## src/rtl/uart_tx_scheduler.sv

```systemverilog
// Round-robin scheduler sharing one uart_transmitter among NUM_REQ byte sources,
// with a launch timeout on tx_busy and a forced idle gap between frames.
module uart_tx_scheduler #(
    parameter int NUM_REQ       = 4,
    parameter int START_TIMEOUT = 16,
    parameter int MIN_GAP       = 2
) (
    input  logic                 clk,
    input  logic                 reset,
    input  logic [NUM_REQ-1:0]   req,
    input  logic [8*NUM_REQ-1:0] req_data,
    input  logic                 tx_busy,
    output logic                 tx_transmit,
    output logic [7:0]           tx_data,
    output logic [NUM_REQ-1:0]   grant,
    output logic [NUM_REQ-1:0]   done,
    output logic [NUM_REQ-1:0]   timeout_err,
    output logic                 active
);
    localparam int PTR_W = (NUM_REQ > 1) ? $clog2(NUM_REQ) : 1;
    localparam int TO_W  = $clog2(START_TIMEOUT);
    localparam logic [PTR_W-1:0] PTR_RST  = PTR_W'(NUM_REQ - 1);
    localparam logic [TO_W-1:0]  TO_LAST  = TO_W'(START_TIMEOUT - 1);
    localparam logic [7:0]       GAP_LAST = 8'(MIN_GAP - 1);

    typedef enum logic [2:0] {
        S_IDLE,
        S_LAUNCH,
        S_SEND,
        S_DONE,
        S_GAP
    } state_e;

    state_e               state_q, state_d;
    logic [PTR_W-1:0]     ptr_q, ptr_d;
    logic [PTR_W-1:0]     owner_q, owner_d;
    logic [TO_W-1:0]      to_cnt_q, to_cnt_d;
    logic [7:0]           gap_cnt_q, gap_cnt_d;
    logic                 xmit_q, xmit_d;
    logic [7:0]           data_q, data_d;
    logic [NUM_REQ-1:0]   grant_q, grant_d;
    logic [NUM_REQ-1:0]   done_q, done_d;
    logic [NUM_REQ-1:0]   err_q, err_d;
    logic                 active_q, active_d;

    logic [PTR_W-1:0]     win;
    logic                 win_found;

    function automatic logic [PTR_W-1:0] wrap_idx(input logic [PTR_W-1:0] base, input int k);
        return PTR_W'((int'(base) + k) % NUM_REQ);
    endfunction

    function automatic logic [NUM_REQ-1:0] onehot(input logic [PTR_W-1:0] i);
        return {{(NUM_REQ-1){1'b0}}, 1'b1} << i;
    endfunction

    // Search upward from the source after the last one served, wrapping around.
    always_comb begin
        win       = ptr_q;
        win_found = 1'b0;
        for (int k = 1; k <= NUM_REQ; k++) begin
            if (!win_found && req[wrap_idx(ptr_q, k)]) begin
                win_found = 1'b1;
                win       = wrap_idx(ptr_q, k);
            end
        end
    end

    always_comb begin
        state_d   = state_q;
        ptr_d     = ptr_q;
        owner_d   = owner_q;
        to_cnt_d  = to_cnt_q;
        gap_cnt_d = gap_cnt_q;
        xmit_d    = xmit_q;
        data_d    = data_q;
        grant_d   = grant_q;
        done_d    = '0;
        err_d     = '0;

        unique case (state_q)
            S_IDLE: begin
                if (win_found) begin
                    owner_d  = win;
                    grant_d  = onehot(win);
                    data_d   = req_data[{win, 3'b000} +: 8];
                    xmit_d   = 1'b1;
                    to_cnt_d = '0;
                    state_d  = S_LAUNCH;
                end
            end
            S_LAUNCH: begin
                if (tx_busy) begin
                    xmit_d  = 1'b0;
                    state_d = S_SEND;
                end else if (to_cnt_q == TO_LAST) begin
                    xmit_d    = 1'b0;
                    err_d     = onehot(owner_q);
                    grant_d   = '0;
                    data_d    = '0;
                    ptr_d     = owner_q;
                    gap_cnt_d = '0;
                    state_d   = (MIN_GAP == 0) ? S_IDLE : S_GAP;
                end else begin
                    to_cnt_d = to_cnt_q + 1'b1;
                end
            end
            S_SEND: begin
                // Frame length belongs to the transmitter, so no timeout here.
                if (!tx_busy) begin
                    done_d  = onehot(owner_q);
                    grant_d = '0;
                    data_d  = '0;
                    ptr_d   = owner_q;
                    state_d = S_DONE;
                end
            end
            S_DONE: begin
                gap_cnt_d = '0;
                state_d   = (MIN_GAP == 0) ? S_IDLE : S_GAP;
            end
            S_GAP: begin
                if (gap_cnt_q == GAP_LAST) begin
                    state_d = S_IDLE;
                end else begin
                    gap_cnt_d = gap_cnt_q + 1'b1;
                end
            end
            default: state_d = S_IDLE;
        endcase

        active_d = (state_d != S_IDLE);
    end

    always_ff @(posedge clk or negedge reset) begin
        if (!reset) begin
            state_q   <= S_IDLE;
            ptr_q     <= PTR_RST;
            owner_q   <= '0;
            to_cnt_q  <= '0;
            gap_cnt_q <= '0;
            xmit_q    <= 1'b0;
            data_q    <= '0;
            grant_q   <= '0;
            done_q    <= '0;
            err_q     <= '0;
            active_q  <= 1'b0;
        end else begin
            state_q   <= state_d;
            ptr_q     <= ptr_d;
            owner_q   <= owner_d;
            to_cnt_q  <= to_cnt_d;
            gap_cnt_q <= gap_cnt_d;
            xmit_q    <= xmit_d;
            data_q    <= data_d;
            grant_q   <= grant_d;
            done_q    <= done_d;
            err_q     <= err_d;
            active_q  <= active_d;
        end
    end

    assign tx_transmit = xmit_q;
    assign tx_data     = data_q;
    assign grant       = grant_q;
    assign done        = done_q;
    assign timeout_err = err_q;
    assign active      = active_q;

endmodule

```

## config.mk

```make
export PLATFORM = sky130hd
export DESIGN_NAME = uart_tx_scheduler
export DESIGN_NICKNAME = d
export VERILOG_FILES = /design/src/rtl/uart_tx_scheduler.sv
export SDC_FILE = /design/constraint.sdc
export NUM_CORES = 1
export LEC_CHECK = 0
export BUFFER_PORTS_ARGS = -buffer_cell sky130_fd_sc_hd__buf_4
export CORE_MARGIN = 2
export CORE_UTILIZATION = 52
export CTS_CLUSTER_DIAMETER = 60
export DETAILED_ROUTE_END_ITERATION = 8
export GPL_TIMING_DRIVEN = 0
export PLACE_DENSITY = 0.82
export SLEW_MARGIN = 20
export SYNTH_ARGS = -nofsm -noshare
export SYNTH_HDL_FRONTEND = slang
export SYNTH_SLANG_ARGS = --single-unit
```

## constraint.sdc

```tcl
create_clock -name clk -period 2.7 [get_ports clk]
set_input_delay 0.135 -clock clk [delete_from_list [all_inputs] [get_ports clk]]
set_output_delay 0.135 -clock clk [all_outputs]
set_load 0.01 [all_outputs]
```

# Word-level counts from Yosys, hierarchy flattened
# Index checks and enable logic that the tools add are counted.
[totals]
reg_bits = 41
input_bits = 39
out_inout_bits = 22
elab_cells = 106
[classes]
add_sub_neg = 6
magnitude_cmp = 4
n_eq_ne = 13
shift = 3
n_mux = 51
n_reduce_logical = 18
[op_table]
columns = ["cell", "n"]
rows = [
  ["4-bit 2-to-1 mux", 12],
  ["8-bit one-hot mux with 3 select lines", 2],
  ["8-bit 2-to-1 mux", 5],
  ["32-bit by 6-bit variable part select with 8-bit output", 1],
  ["3-bit 2-to-1 mux", 5],
  ["3-bit one-hot mux with 5 select lines", 1],
  ["2-bit 2-to-1 mux", 7],
  ["2-bit by 3-bit < comparator with 1-bit output, second input constant", 4],
  ["2-bit != test, second input constant", 6],
  ["4-bit one-hot mux with 3 select lines", 1],
  ["4-bit AND reduction", 3],
  ["1-bit 2-to-1 mux", 11],
  ["3-bit nonzero test", 3],
  ["8-bit by 1-bit adder with 8-bit output, second input constant", 1],
  ["1-bit binary-select mux with 2-bit select", 4],
  ["8-bit by 1-bit == test with 1-bit output, second input constant", 1],
  ["4-bit one-hot mux with 2 select lines", 1],
  ["1-bit by 2-bit left shift with 4-bit output, first input constant", 2],
  ["3-bit by 2-bit == test with 1-bit output, second input constant", 2],
  ["5-bit AND reduction", 1],
  ["2-bit by 1-bit adder with 2-bit output, second input constant", 2],
  ["2-bit adder, second input constant", 2],
  ["4-bit by 1-bit adder with 4-bit output, second input constant", 1],
  ["4-bit == test, second input constant", 1],
  ["other kinds (11)", 16],
]

# Logic depth before layout (Yosys ltp)
[logic_depth]
depth_word = 16
ltp_mapped = 7

# Worst setup path before layout
# OpenSTA, ideal clock, no wires.
[synth_timing]
kind = "reg2reg"
from = "reg ptr_q[0]"
to = "reg data_q[4] (netlist: tx_data[4])"
t_arrival_ps = 1939
required_time_ps = 2574
slack_ps = 635
path_stages_with_launch = 7
path_buffers = 1
synth_period_minus_slack_ps = 2065
path_cell_list = "dfstp_2 > and2b_4 > o21a_4 > nor3_4 > buf_6 > mux2_4 > a221o_1"
[synth_between]
elab_chain_len = 16
[synth_lines]
columns = ["item", "line", "text"]
rows = [
  ["start: declaration", "35", "logic [PTR_W-1:0] ptr_q, ptr_d;"],
  ["start signal: assignment", "150", "ptr_q <= ptr_d;"],
  ["2-bit by 1-bit adder with 2-bit output", "50", "return PTR_W'((int'(base) + k) % NUM_REQ);"],
  ["1-bit binary-select mux with 2-bit select", "62", "if (!win_found && req[wrap_idx(ptr_q, k)]) begin"],
  ["1-bit 2-to-1 mux (implied by the code)", "62", ""],
  ["1-bit 2-to-1 mux", "62", ""],
  ["1-bit logical NOT", "62", ""],
  ["1-bit logical AND", "62", ""],
  ["1-bit 2-to-1 mux", "62", ""],
  ["1-bit logical NOT", "62", ""],
  ["1-bit logical AND", "62", ""],
  ["1-bit 2-to-1 mux", "62", ""],
  ["1-bit logical NOT", "62", ""],
  ["1-bit logical AND", "62", ""],
  ["2-bit 2-to-1 mux", "62", ""],
  ["32-bit by 6-bit variable part select with 8-bit output", "86", "data_d = req_data[{win, 3'b000} +: 8];"],
  ["8-bit 2-to-1 mux", "83", "if (win_found) begin"],
  ["8-bit one-hot mux with 3 select lines", "81", "unique case (state_q)"],
  ["end signal: assignment", "155", "data_q <= data_d;"],
  ["end: declaration", "40", "logic [7:0] data_q, data_d;"],
]
# Parallel ways exist; a longest one is shown, timed or not. The select of a mux whose other input is x is not followed.
# A chain may end at the register's enable or synchronous reset.

# Final worst setup path
# Ends and elaborated chain as after synthesis.

==> Implementation_results.wiki <==
{| class="wikitable"
! Metric !! Value
|-
| Result of the run || finished clean
|-
| Total Routing Usage GR || 22.6%
|-
| Die width || 69.2 µm
|-
| Average cell area after synthesis || 10.3 µm²
|-
| Number of antenna violations at the first check in global routing || 0
|-
| Layout cell share with drive strength beyond 1 || 34.3%
|-
| Achievable Freq || 451 MHz
|-
| Normalized max-slew margin || 56.9%
|-
| Number of cells upsized or downsized after cts || 0
|-
| Critical path launch point type || flop
|-
| DRC errors left || 0
|-
| Initial core utilization || 54.8%
|-
| Crit share post-route || 82.2%
|-
| Overall overflow remaining after global route || 0
|-
| List of cells traversed by the critical path || and2b_4, o21a_4, nor3_4, buf_6, mux2_4, a221o_1
|-
| Design area || 2820 µm²
|-
| Number of global-route vias before repair || 1883
|-
| Post-synthesis register bit count || 41
|-
| Number of vias after detailed routing || 1931
|-
| Number of maximum-capacitance violations || 0
|-
| Height of the chip || 69.2 µm
|-
| Number of distinct library cells after synthesis || 54
|-
| Per-cell routed wire length || 15.7 µm
|-
| Slowest CP cell || sky130_fd_sc_hd__dfstp_2
|-
| Biggest cell delay along the critical path || 0.57 ns
|-
| Data required time of the worst path || 2.90 ns
|-
| Fin crit period || 2.22 ns
|-
| Share of synthesized registers carrying an async set or reset || 100%
|-
| Data arrival time of the critical path || 2.41 ns
|-
| Synth-to-layout area growth || 27.9%
|-
| Area of the die || 4780 µm²
|-
| Synthesized cell area || 2210 µm²
|-
| Final hold violations || 0
|-
| Adder-cell area share of the yosys netlist || 1.70%
|-
| Number of failing setup endpoints in the final timing report || 0
|-
| Max IR drop VDD || 0.454 mV
|-
| Weighted congestion reported at the end of routability-driven placement || 0.867
|-
| Number of synthesized flops with an enable pin || 0
|-
| Final Routed Wirelength || 5.24 mm
|-
| Floorplan Core Area || 4030 µm²
|-
| CTS buffer count || 5
|-
| First-pass GRT wire length || 8.67 mm
|-
| Cell area after placement || 2720 µm²
|-
| Number of input and output port buffers inserted || 60
|-
| Count of routing violations after the opening detailed-route iteration || 134
|-
| Filler-free cell count of the finished design || 333
|-
| Dpl hpwl || 3.84 mm
|-
| Largest area contributor in the netlist || sky130_fd_sc_hd__dfrtp_1
|-
| Number of placement rows || 23
|-
| Leakage power of the design || 0.00134 µW
|-
| Post-Route Setup TNS || 0 ns
|-
| Endpoint kind of the worst setup timing path || flop
|-
| Post-synth net total || 256
|-
| Number of fill cells in the layout || 325
|-
| Crit Path Category || flop to flop
|-
| TritonRoute pass-1 iters || 4
|-
| Synthesized instance count || 214
|-
| Antenna violation net count after detailed routing || 0
|-
| Number of setup buffers added after CTS || 0
|-
| Top-count cell post-synth || sky130_fd_sc_hd__dfrtp_1
|-
| RSZ-0062 raised after global routing || false
|-
| Number of warnings reported in the yosys synthesis log || 0
|-
| Inst Count DP || 324
|-
| Sequential element share of the synthesized area || 46.6%
|-
| Dominant synthesized flop cell || sky130_fd_sc_hd__dfrtp_1
|-
| Number of sinks driven by the clock tree || 41
|-
| Synth Area in XOR/XNOR || 2.38%
|-
| Register clock-pin slew on the reported worst setup and hold paths || 0.09 ns
|-
| Final setup skew || 0.0148 ns
|-
| Synth Area in Simple Gates || 19.4%
|-
| Largest fanout of any net on the critical path || 10
|-
| Top cells by area, synth || sky130_fd_sc_hd__dfrtp_1 44%, sky130_fd_sc_hd__nor2_1 3.9%, sky130_fd_sc_hd__nand4_1 2.8%, sky130_fd_sc_hd__mux2i_1 2.7%, sky130_fd_sc_hd__o21ai_0 2.7%
|-
| Maximum number of pins on one net before global-route repair || 42
|-
| Worst slack on hold paths || 0.136 ns
|-
| CTS H-tree lvls || 2
|-
| Detailed-route vias per instance || 5.80
|-
| Fraction of post-synthesis cell area in the top cell type by area || 44.2%
|-
| Top cell types by occurrence after synthesis || 39 x sky130_fd_sc_hd__dfrtp_1, 23 x sky130_fd_sc_hd__nor2_1, 14 x sky130_fd_sc_hd__nand2_1
|-
| Number of diodes added for antenna fixing || 0
|-
| Buffer cell driving the clock tree root || sky130_fd_sc_hd__clkbuf_8
|-
| Register area || 1030 µm²
|-
| IO Count || 61
|-
| Maximum count of clock buffers along a single path || 2
|-
| Area taken by multi-input logic gates || 1100 µm²
|-
| Fraction of synthesized area in multiplexers || 6.63%
|-
| Class of the tightest hold or removal check || input port to flop
|-
| Nets || 324
|-
| Final Max Slew Viols || 0
|-
| Worst-Margin Slew || 0.639 ns
|-
| Clock tree from TritonCTS || yes
|-
| Later-pin clock latency in the skew report || 0.31 ns
|-
| Largest family of logic cells by synthesized area || compound AO/OA/AOI/OAI gates
|-
| Total power per unit cell area || 923 nW/µm²
|-
| Synth Area in Compound Gates || 19.7%
|}
final timing paths:
kind / depth (start not counted) / start / slack [ns] / endpoint
max reg2reg: 6 / ptr_q[0] / 0.48 / tx_data[4]
min: 3 / tx_busy / 0.14 / state_q[1]
max: 6 / ptr_q[0] / 0.48 / tx_data[4]
min in group asynchronous: 2 / reset / 0.34 / timeout_err[3]
min reg2reg: 2 / grant[2] / 0.49 / grant[2]
max in group asynchronous: 2 / reset / 1.99 / grant[0]
state kept, by name (all words and copies together), names as in the netlist:
| signal | cells |
|---|---|
| tx_transmit | 1 |
| ptr_q | 2 |
| grant | 4 |
| owner_q | 2 |
| done | 4 |
| state_q | 3 |
| timeout_err | 4 |
| tx_data | 8 |
| gap_cnt_q | 8 |
| active | 1 |
| to_cnt_q | 4 |
through the flow:
step	util (%)	worst slack, ns	total power, µW
3_3_place_gp	67.5	0.509	2150
5_1_grt	70.1	0.421	2790
2_1_floorplan	-	0.635	1780
4_1_cts	70.1	0.476	2620
3_5_place_dp	67.5	0.495	2190
6_report	70.1	0.481	2610
power by group:
group	leakage, µW	switching, µW	internal, µW
combinational	0.000763	655	575
sequential	0.000533	149	804
clock	0.0000447	237	187
total	0.00134	1040	1570
logic make-up (layout without fill, tap and decap cells):
family	after synthesis	count (layout)
multiplexers	13	13
flip-flops	41	41
buffers and inverters	16	85
AND/OR/NAND/NOR	81	81
AO/OA/AOI/OAI	54	54
adder cells (fa/ha/maj)	3	3
XOR/XNOR	6	6
final cells by class:
| type | count | area share (%) |
|---|---|---|
| multi-input cells | 157 | 38.9 |
| inverters | 8 | 1.06 |
| plain buffers | 8 | 1.73 |
| well taps | 50 | 2.22 |
| flip-flops and latches | 41 | 36.4 |
| clock buffers | 5 | 2.44 |
| clock inverters | 3 | 0.886 |
| repair buffers | 61 | 16.3 |
cells in the final DEF, fill, tap and decap left out, types with 4 or more instances in the layout:
cell                       synthesis  layout
sky130_fd_sc_hd__mux2_2            5       5
sky130_fd_sc_hd__nand2b_1          4       4
sky130_fd_sc_hd__buf_4             2      62
sky130_fd_sc_hd__a221o_1           4       4
sky130_fd_sc_hd__nand3_1          10      10
sky130_fd_sc_hd__nand2_1          14      14
sky130_fd_sc_hd__nor2_1           23      23
sky130_fd_sc_hd__clkbuf_8          0       5
sky130_fd_sc_hd__inv_1             8       8
sky130_fd_sc_hd__xor2_1            4       4
sky130_fd_sc_hd__a21oi_1           8       8
sky130_fd_sc_hd__dfrtp_1          39      39
sky130_fd_sc_hd__o21ai_0          12      12
sky130_fd_sc_hd__a22o_1            4       4
sky130_fd_sc_hd__mux2i_1           6       6
sky130_fd_sc_hd__nand4_1          10      10
sky130_fd_sc_hd__o31ai_1           8       8
critical path: cells and delay by family (launching register included):
| kind | cells | cell delay [ns] |
|---|---|---|
| buffers and inverters | 1 | 0.20 |
| multiplexers | 1 | 0.31 |
| AO/OA/AOI/OAI | 2 | 0.57 |
| AND/OR/NAND/NOR | 2 | 0.45 |
| flip-flops | 1 | 0.57 |
routing by layer:
metal | global-route usage (%) | share of wire [%] | up-vias | routed length (µm)
li1 | - | - | 925 | -
met1 | 27.8 | 42 | 948 | 2200
met2 | 39.2 | 52 | 47 | 2740
met3 | 4.24 | 3.9 | 11 | 205
met4 | 8.50 | 1.9 | 0 | 100
met5 | 0 | 0 | - | 0
timing repair:
item / CTS / global route
endpoints found under the hold margin: 39 / 0
hold buffers: 1 / 0
endpoints found under the setup margin: 0 / 0
No activity file was read; power rests on OpenSTA's default activity.
